**src/rtl/joydb_scan_ctrl.sv**
```systemverilog
// joydb_scan_ctrl
// ---------------------------------------------------------------------------
// Scans an external DB9 joystick chain built from 74HC165 shift registers.
// Each local frame does three things in order:
//    1. Pulses joy_load_n low to parallel-load the chain.
//    2. Clocks NBITS bits out of the chain with joy_clk.
//    3. Decodes the inverted bits into two 12-bit button words.
// A middleboard can request the chain (bypass_req). Once acknowledged, the
// chain clock/load/data are passed straight through to it until it releases.
//
// Parameters
//    CLKDIV   joy_clk half-period and load-pulse width in clk50mhz cycles (2..255)
//    NBITS    serial bits per frame, must stay 24 (2 x 12 buttons)
//
// Ports
//    clk50mhz     in   sole clock
//    reset_n      in   synchronous active-low reset
//    enable       in   permits local scanning
//    bypass_req   in   middleboard asks for the chain
//    bypass_ack   out  middleboard currently owns the chain
//    joy_data     in   serial data from the chain, buttons active-low
//    joy_clk      out  shift clock to the chain
//    joy_load_n   out  parallel-load strobe to the chain, active-low
//    joy_select   out  chain select, tied high
//    xjoy_clk     in   middleboard shift clock (used only in bypass)
//    xjoy_load_n  in   middleboard load strobe (used only in bypass)
//    xjoy_data    out  chain data returned to the middleboard, idles high
//    joy1, joy2   out  decoded buttons, active-high
//    frame_valid  out  one-cycle pulse at the end of each local frame
//
// Build option
//    JOYDB_DEBOUNCE_EN  when defined, joy1/joy2 only change after two
//                       identical consecutive frames.
// ---------------------------------------------------------------------------
module joydb_scan_ctrl #(
   parameter int CLKDIV = 8,
   parameter int NBITS  = 24
) (
   input  logic        clk50mhz,
   input  logic        reset_n,
   input  logic        enable,
   input  logic        bypass_req,
   output logic        bypass_ack,
   input  logic        joy_data,
   output logic        joy_clk,
   output logic        joy_load_n,
   output logic        joy_select,
   input  logic        xjoy_clk,
   input  logic        xjoy_load_n,
   output logic        xjoy_data,
   output logic [11:0] joy1,
   output logic [11:0] joy2,
   output logic        frame_valid
);

   typedef enum logic [2:0] {
      IDLE,
      LOAD,
      SHLO,
      SHHI,
      DONE,
      BYP
   } state_t;

   state_t      state;
   state_t      state_nxt;
   logic [7:0]  phase_cnt;
   logic [4:0]  bit_cnt;
   logic [23:0] frame;
   logic        phase_end;
   logic        last_bit;
   logic        frame_end;

`ifdef JOYDB_DEBOUNCE_EN
   logic [23:0] prev_frame;
`endif

   assign phase_end = (phase_cnt == 8'(CLKDIV - 1));
   assign last_bit  = (bit_cnt == 5'(NBITS - 1));
   // Final cycle of the last SHHI phase: the whole frame is already captured.
   assign frame_end = (state == SHHI) && phase_end && last_bit;

   // The chain select has no other use on this board.
   assign joy_select = 1'b1;

   // State register.
   always_ff @(posedge clk50mhz) begin
      if (!reset_n) begin
         state <= IDLE;
      end else begin
         state <= state_nxt;
      end
   end

   // Next-state logic. Bypass is only granted between frames (IDLE or DONE),
   // so a frame that has started always runs to completion.
   always_comb begin
      state_nxt = state;
      case (state)
         IDLE: begin
            if (bypass_req) begin
               state_nxt = BYP;
            end else if (enable) begin
               state_nxt = LOAD;
            end
         end
         LOAD: begin
            if (phase_end) begin
               state_nxt = SHLO;
            end
         end
         SHLO: begin
            if (phase_end) begin
               state_nxt = SHHI;
            end
         end
         SHHI: begin
            if (phase_end) begin
               state_nxt = last_bit ? DONE : SHLO;
            end
         end
         DONE: begin
            if (bypass_req) begin
               state_nxt = BYP;
            end else if (enable) begin
               state_nxt = LOAD;
            end else begin
               state_nxt = IDLE;
            end
         end
         BYP: begin
            if (!bypass_req) begin
               state_nxt = enable ? LOAD : IDLE;
            end
         end
         default: state_nxt = IDLE;
      endcase
   end

   // Output decode. In BYP the chain pins are wired straight to the
   // middleboard, so these paths are purely combinational.
   always_comb begin
      joy_clk     = 1'b0;
      joy_load_n  = 1'b1;
      xjoy_data   = 1'b1;
      bypass_ack  = 1'b0;
      frame_valid = 1'b0;
      case (state)
         LOAD: joy_load_n = 1'b0;
         SHHI: joy_clk = 1'b1;
         DONE: frame_valid = 1'b1;
         BYP: begin
            joy_clk    = xjoy_clk;
            joy_load_n = xjoy_load_n;
            xjoy_data  = joy_data;
            bypass_ack = 1'b1;
         end
         default: ;
      endcase
   end

   // Phase counter times each LOAD/SHLO/SHHI phase. The bit counter is
   // cleared during LOAD. It advances at the end of each SHHI phase,
   // except after the last bit.
   always_ff @(posedge clk50mhz) begin
      if (!reset_n) begin
         phase_cnt <= '0;
         bit_cnt   <= '0;
      end else begin
         case (state)
            LOAD, SHLO, SHHI: phase_cnt <= phase_end ? 8'd0 : phase_cnt + 8'd1;
            default:          phase_cnt <= '0;
         endcase
         if (state == LOAD) begin
            bit_cnt <= '0;
         end else if ((state == SHHI) && phase_end && !last_bit) begin
            bit_cnt <= bit_cnt + 5'd1;
         end
      end
   end

   // Frame capture and button outputs. Data is sampled at the very end of
   // the low half of joy_clk, just before the rising edge shifts the chain.
   // Buttons are active-low on the wire, so each bit is stored inverted.
   // joy1/joy2 are loaded on the edge into DONE, so they are already valid
   // while frame_valid is high.
   always_ff @(posedge clk50mhz) begin
      if (!reset_n) begin
         frame <= '0;
         joy1  <= '0;
         joy2  <= '0;
`ifdef JOYDB_DEBOUNCE_EN
         prev_frame <= '0;
`endif
      end else begin
         if ((state == SHLO) && phase_end) begin
            frame[bit_cnt] <= ~joy_data;
         end
         if (frame_end) begin
`ifdef JOYDB_DEBOUNCE_EN
            if (frame == prev_frame) begin
               joy1 <= frame[11:0];
               joy2 <= frame[23:12];
            end
            prev_frame <= frame;
`else
            joy1 <= frame[11:0];
            joy2 <= frame[23:12];
`endif
         end
      end
   end

endmodule

```
**config.mk**
```make
export PLATFORM = sky130hd
export DESIGN_NAME = joydb_scan_ctrl
export DESIGN_NICKNAME = d
export VERILOG_FILES = /design/src/rtl/joydb_scan_ctrl.sv
export SDC_FILE = /design/constraint.sdc
export NUM_CORES = 1
export LEC_CHECK = 0
export CAP_MARGIN = 20
export CORE_MARGIN = 1
export CORE_UTILIZATION = 35
export DETAILED_ROUTE_END_ITERATION = 10
export GPL_ROUTABILITY_DRIVEN = 0
export REMOVE_ABC_BUFFERS = 1
export SYNTH_ARGS = -nofsm -noshare
export SYNTH_HDL_FRONTEND = slang
export SYNTH_SLANG_ARGS = --single-unit
```
**constraint.sdc**
```tcl
create_clock -name clk50mhz -period 5.7 [get_ports clk50mhz]
set_clock_uncertainty 0.05 [all_clocks]
set_input_delay 1.14 -clock clk50mhz [delete_from_list [all_inputs] [get_ports clk50mhz]]
set_output_delay 1.14 -clock clk50mhz [all_outputs]
set_load 0.03 [all_outputs]
```
* After elaboration in Yosys (flattened, before gate mapping) *
Cells that the tools add are included.

storage, ports and cells
  flip-flop bits (word level) = 64
  input bits = 7
  output and inout port bits = 30
  word-level logic and storage cells = 54

cells by class
  $add $sub $neg = 2
  order comparisons = 2
  equal/unequal tests = 12
  mux-type cells = 18
  bitwise operators = 3
  reduce and logical (&&, ||, !) cells = 11

operators with widths
  kind                                                                                  number
  24-bit bitwise mux                                                                    1
  3-bit two-way mux                                                                     8
  3-bit case mux with 6 select lines                                                    1
  8-bit by 1-bit adder with 8-bit output (second input constant)                        1
  8-bit by 3-bit == test with 1-bit output (second input constant)                      1
  2-bit != test (second input constant)                                                 4
  3-bit by 2-bit == test with 1-bit output (second input constant)                      2
  3-bit == test (second input constant)                                                 2
  5-bit by 6-bit < comparator with 1-bit output (second input constant)                 1
  3-bit OR reduction                                                                    2
  5-bit by 1-bit adder with 5-bit output (second input constant)                        1
  1-bit demux with 5-bit select                                                         1
  5-bit == test (second input constant)                                                 1
  5-bit by 1-bit greater-or-equal comparator with 1-bit output (second input constant)  1
  1-bit logical AND                                                                     5
  1-bit two-way mux                                                                     5
  5-bit AND reduction                                                                   1
  1-bit case mux with 2 select lines                                                    2
  3-bit by 1-bit == test with 1-bit output (second input constant)                      1
  3-bit logical NOT                                                                     1
  3-bit != test (second input constant)                                                 1
  1-bit NOT                                                                             3
  2-bit OR reduction                                                                    1
  1-bit logical NOT                                                                     1

* Logic depth before layout (Yosys ltp) *
  word-level depth = 5
  depth in mapped cells = 8
  gate-level depth less buffers = 5

* Worst setup path before layout *
Ideal clock, no wire load.

  kind = input to output
  from = in xjoy_clk
  to = out joy_clk
  arrival time = 1.629 ns
  required time = 4.510 ns
  path slack = 2.881 ns
  stages on the path = 2
  path buffers = 0
  path through = a21oi_1 nor2b_1

on the way
  word-level cells in the longest chain between the ends = 1

RTL lines
  element                             RTL line  source
  from (decl)                         48        input logic xjoy_clk,
  1-bit case mux with 2 select lines  148       case (state)
  to (decl)                           45        output logic joy_clk,

No other way between the ends.

* Worst setup path in the final report *
  from = in joy_data
  to = out xjoy_data

on the way
  word-level cells in the longest chain between the ends = 1

RTL lines
  element            RTL line  source
  from (decl)        44        input logic joy_data,
  1-bit two-way mux  148
  to (decl)          50        output logic xjoy_data,

No other way between the ends.

==> out/metrics.cfg <==
[run_status]
status=finished, final reports clean

[cts]
cts-buffers-inserted=9
cts.clk_slew.worst_paths_ns=0.06
clock-sinks=64
cts-root-buf=clkbuf_8
cts_tree=done
cts_resized=0
h-tree-depth=3
cts_setup_buffers=0
ctsHoldBuffers=0
clock_latency_ns=0.33
clockBufferDepth=2

[place]
io_buffers=35
dpl.hpwl_um=3690
place_inst=433

[final_layout]
syn_to_final_growth_pct=20.7
final_layout_size_suffix_gt1_share_pct=7.49
multi_input_area_sq_um=1380
fin_cells=449
nNetsFinal=354
diodes=0
ff_latch_area_sq_um=1280
fillCellCount=759

[critical_path]
cp_max_fo=24
critPathLaunchType=input pin
crit_required_ns=4.51
worst_setup_path_end_kind=primary output
ff2ff_setup_slack_ns=2.90
critical-path-max-stage-delay_ns=0.66
worstPathArrival_ns=2.70
timing.rr.start=phase_cnt[0]$_SDFF_PP0_
worstPathCellList=clkdlybuf4s50_1, buf_4, inv_1, nand2_1, clkdlybuf4s50_1
crit_buf_inv=4
crit_type=input pin to primary output
r2r_cells=5
reg2reg_to=frame[13]$_SDFFE_PN0P_
path_delay_family=buffers and inverters
cpMostUsedCell=clkdlybuf4s50_1
cp_slowest_cell=clkdlybuf4s50_1

[timing]
rsz0062_at_grt=no
tns_ns=0
hold_violations=0
slew_violations=0
timing.final.crit_share_pct=68.3
tightestPinTransition_ns=0.971
fin_crit_ns=3.89
max_freq_ghz=0.257
setup_viol=0
max-slew-margin-rel_pct=34.7

[synth]
yosysWarnings=0
post_synth_num_cell_types=43
yosysSeqAreaShare_pct=45.7
synth_cells=325
yosysTopAreaCellShare_pct=45.7
synth_edf_count=0
synthTopCellsByCount=64 x dfxtp_1, 33 x nand2_1, 33 x nand3_1, 26 x o21ai_0, 25 x clkbuf_1
syn_avg_cell_area_sq_um=8.64
synth_most_common_cell=dfxtp_1
synth_area_leaders=dfxtp_1 46%, a311oi_1 7.5%, nand3_1 5.9%
netlist_area_sq_um=2810
synth-async-reset-ratio_pct=0
synth_seq_cells=64
synth_top_area_cell=dfxtp_1
synthFlopType=dfxtp_1

[floorplan]
initial_core_util_pct=36.3
num_io_pins=37
die_w_um=91.5
core_area_sq_um=7730
die_area_sq_um=8380
die_h_um=91.5
num_rows=32

[routing]
initialDrtViolationCount=165
drc=0
drt_pass1_iterations=4
via_count=2378
via_per_inst=5.30
ant_nets=0
wl_per_cell_um=13.0
routed_wl_um=5830

[min_path]
holdCritStartpoint=joy2[7]$_SDFFE_PN0P_
min_to=joy2[7]$_SDFFE_PN0P_
hp-class=register to register
min_delay_path_depth=2

[grt]
grt_overflow=0
grt_max_degree=55
grt_pass1_wl_um=10200
grt_pass1_vias=2186
grt_util_all_layers_pct=15.0
antenna_found_initial=0

[job]
drv_cap=0

[power]
leakagePower_nw=1.07
ir_drop_mv=0.130
powerDensity_nw_per_um2=283

-- layout make-up --
class	count	area share, %
multi-input combinational	221	40.7
sequential	64	37.8
timing repair buffer	39	11.1
clock buffer	13	4.69
tap	102	3.77
clock inverter	3	1.18
inverter	7	0.776
-- per-stage QoR --
| stage | hold WS, ns | area [sq um] | setup slack, ns | util (%) | total power, mW |
|---|---|---|---|---|---|
| after global placement | 0.399 | 3190 | 1.81 | 41.3 | 0.578 |
| final | 0.405 | 3390 | 1.81 | 43.8 | 0.958 |
| after CTS | 0.411 | 3390 | 1.81 | 43.8 | 0.969 |
| after global routing | 0.436 | 3390 | 1.77 | 43.8 | 1.00 |
| after detailed placement | 0.401 | 3190 | 1.80 | 41.3 | 0.578 |
| after floorplan | 0.388 | 2660 | 1.05 | - | 0.538 |
-- worst max path at each step --
stage | startpoint | endpoint | cells after the start
floorplan | phase_cnt[0]$_SDFF_PP0_ | joy1[0]$_SDFFE_PN0P_ | 4
global placement | joy_data | xjoy_data | 5
detailed placement | joy_data | xjoy_data | 5
CTS | joy_data | xjoy_data | 5
global route | joy_data | xjoy_data | 5
finish | joy_data | xjoy_data | 5
-- where the power goes --
group,switching [mW],internal (mW),leakage (nW)
registers,0.0199,0.455,0.516
logic,0.0557,0.0376,0.446
clock network,0.165,0.225,0.103
-- logic make-up after synthesis --
family / Yosys count / synth area share [%]
buffers and inverters: 40 / 6.02
AO/OA/AOI/OAI: 89 / 21.1
AND/OR/NAND/NOR: 117 / 22.0
flip-flops: 64 / 45.7
XOR/XNOR: 8 / 2.50
other: 1 / 0.134
multiplexers: 1 / 0.357
adder cells (fa/ha/maj): 5 / 2.23
-- routing by layer --
layer  vias to the layer above  global-route usage (%)  wire length (um)
met5                         -                       0                 0
met4                         0                    5.16                59
met3                         5                    4.61               205
met2                        37                    23.2              2570
met1                      1105                    19.7              2990
li1                       1231                       -                 -
-- layout by cell type (no fill, tap or decap), types with 6 or more instances in the layout --
cell type / instances
inv_1: 6
nor2_1: 12
a31oi_1: 8
clkbuf_8: 11
a311oi_1: 24
nand2_1: 33
o21ai_0: 26
nand3_1: 33
a21oi_1: 17
a41oi_1: 8
nor2b_1: 8
clkdlybuf4s50_1: 34
dfxtp_1: 64
-- worst min-delay path: cells and delay by family (launching register included) --
kind	cells	cell delay, ns
DFF	1	0.31
AOI/OAI and AO/OA	1	0.06
and+or+nand+nor	1	0.05
-- flip-flops by register name (all words and copies together), names as in the netlist --
register   count
frame         24
joy1          12
joy2          12
phase_cnt      8
bit_cnt        5
state          3
No activity file was read; power rests on OpenSTA's default activity.
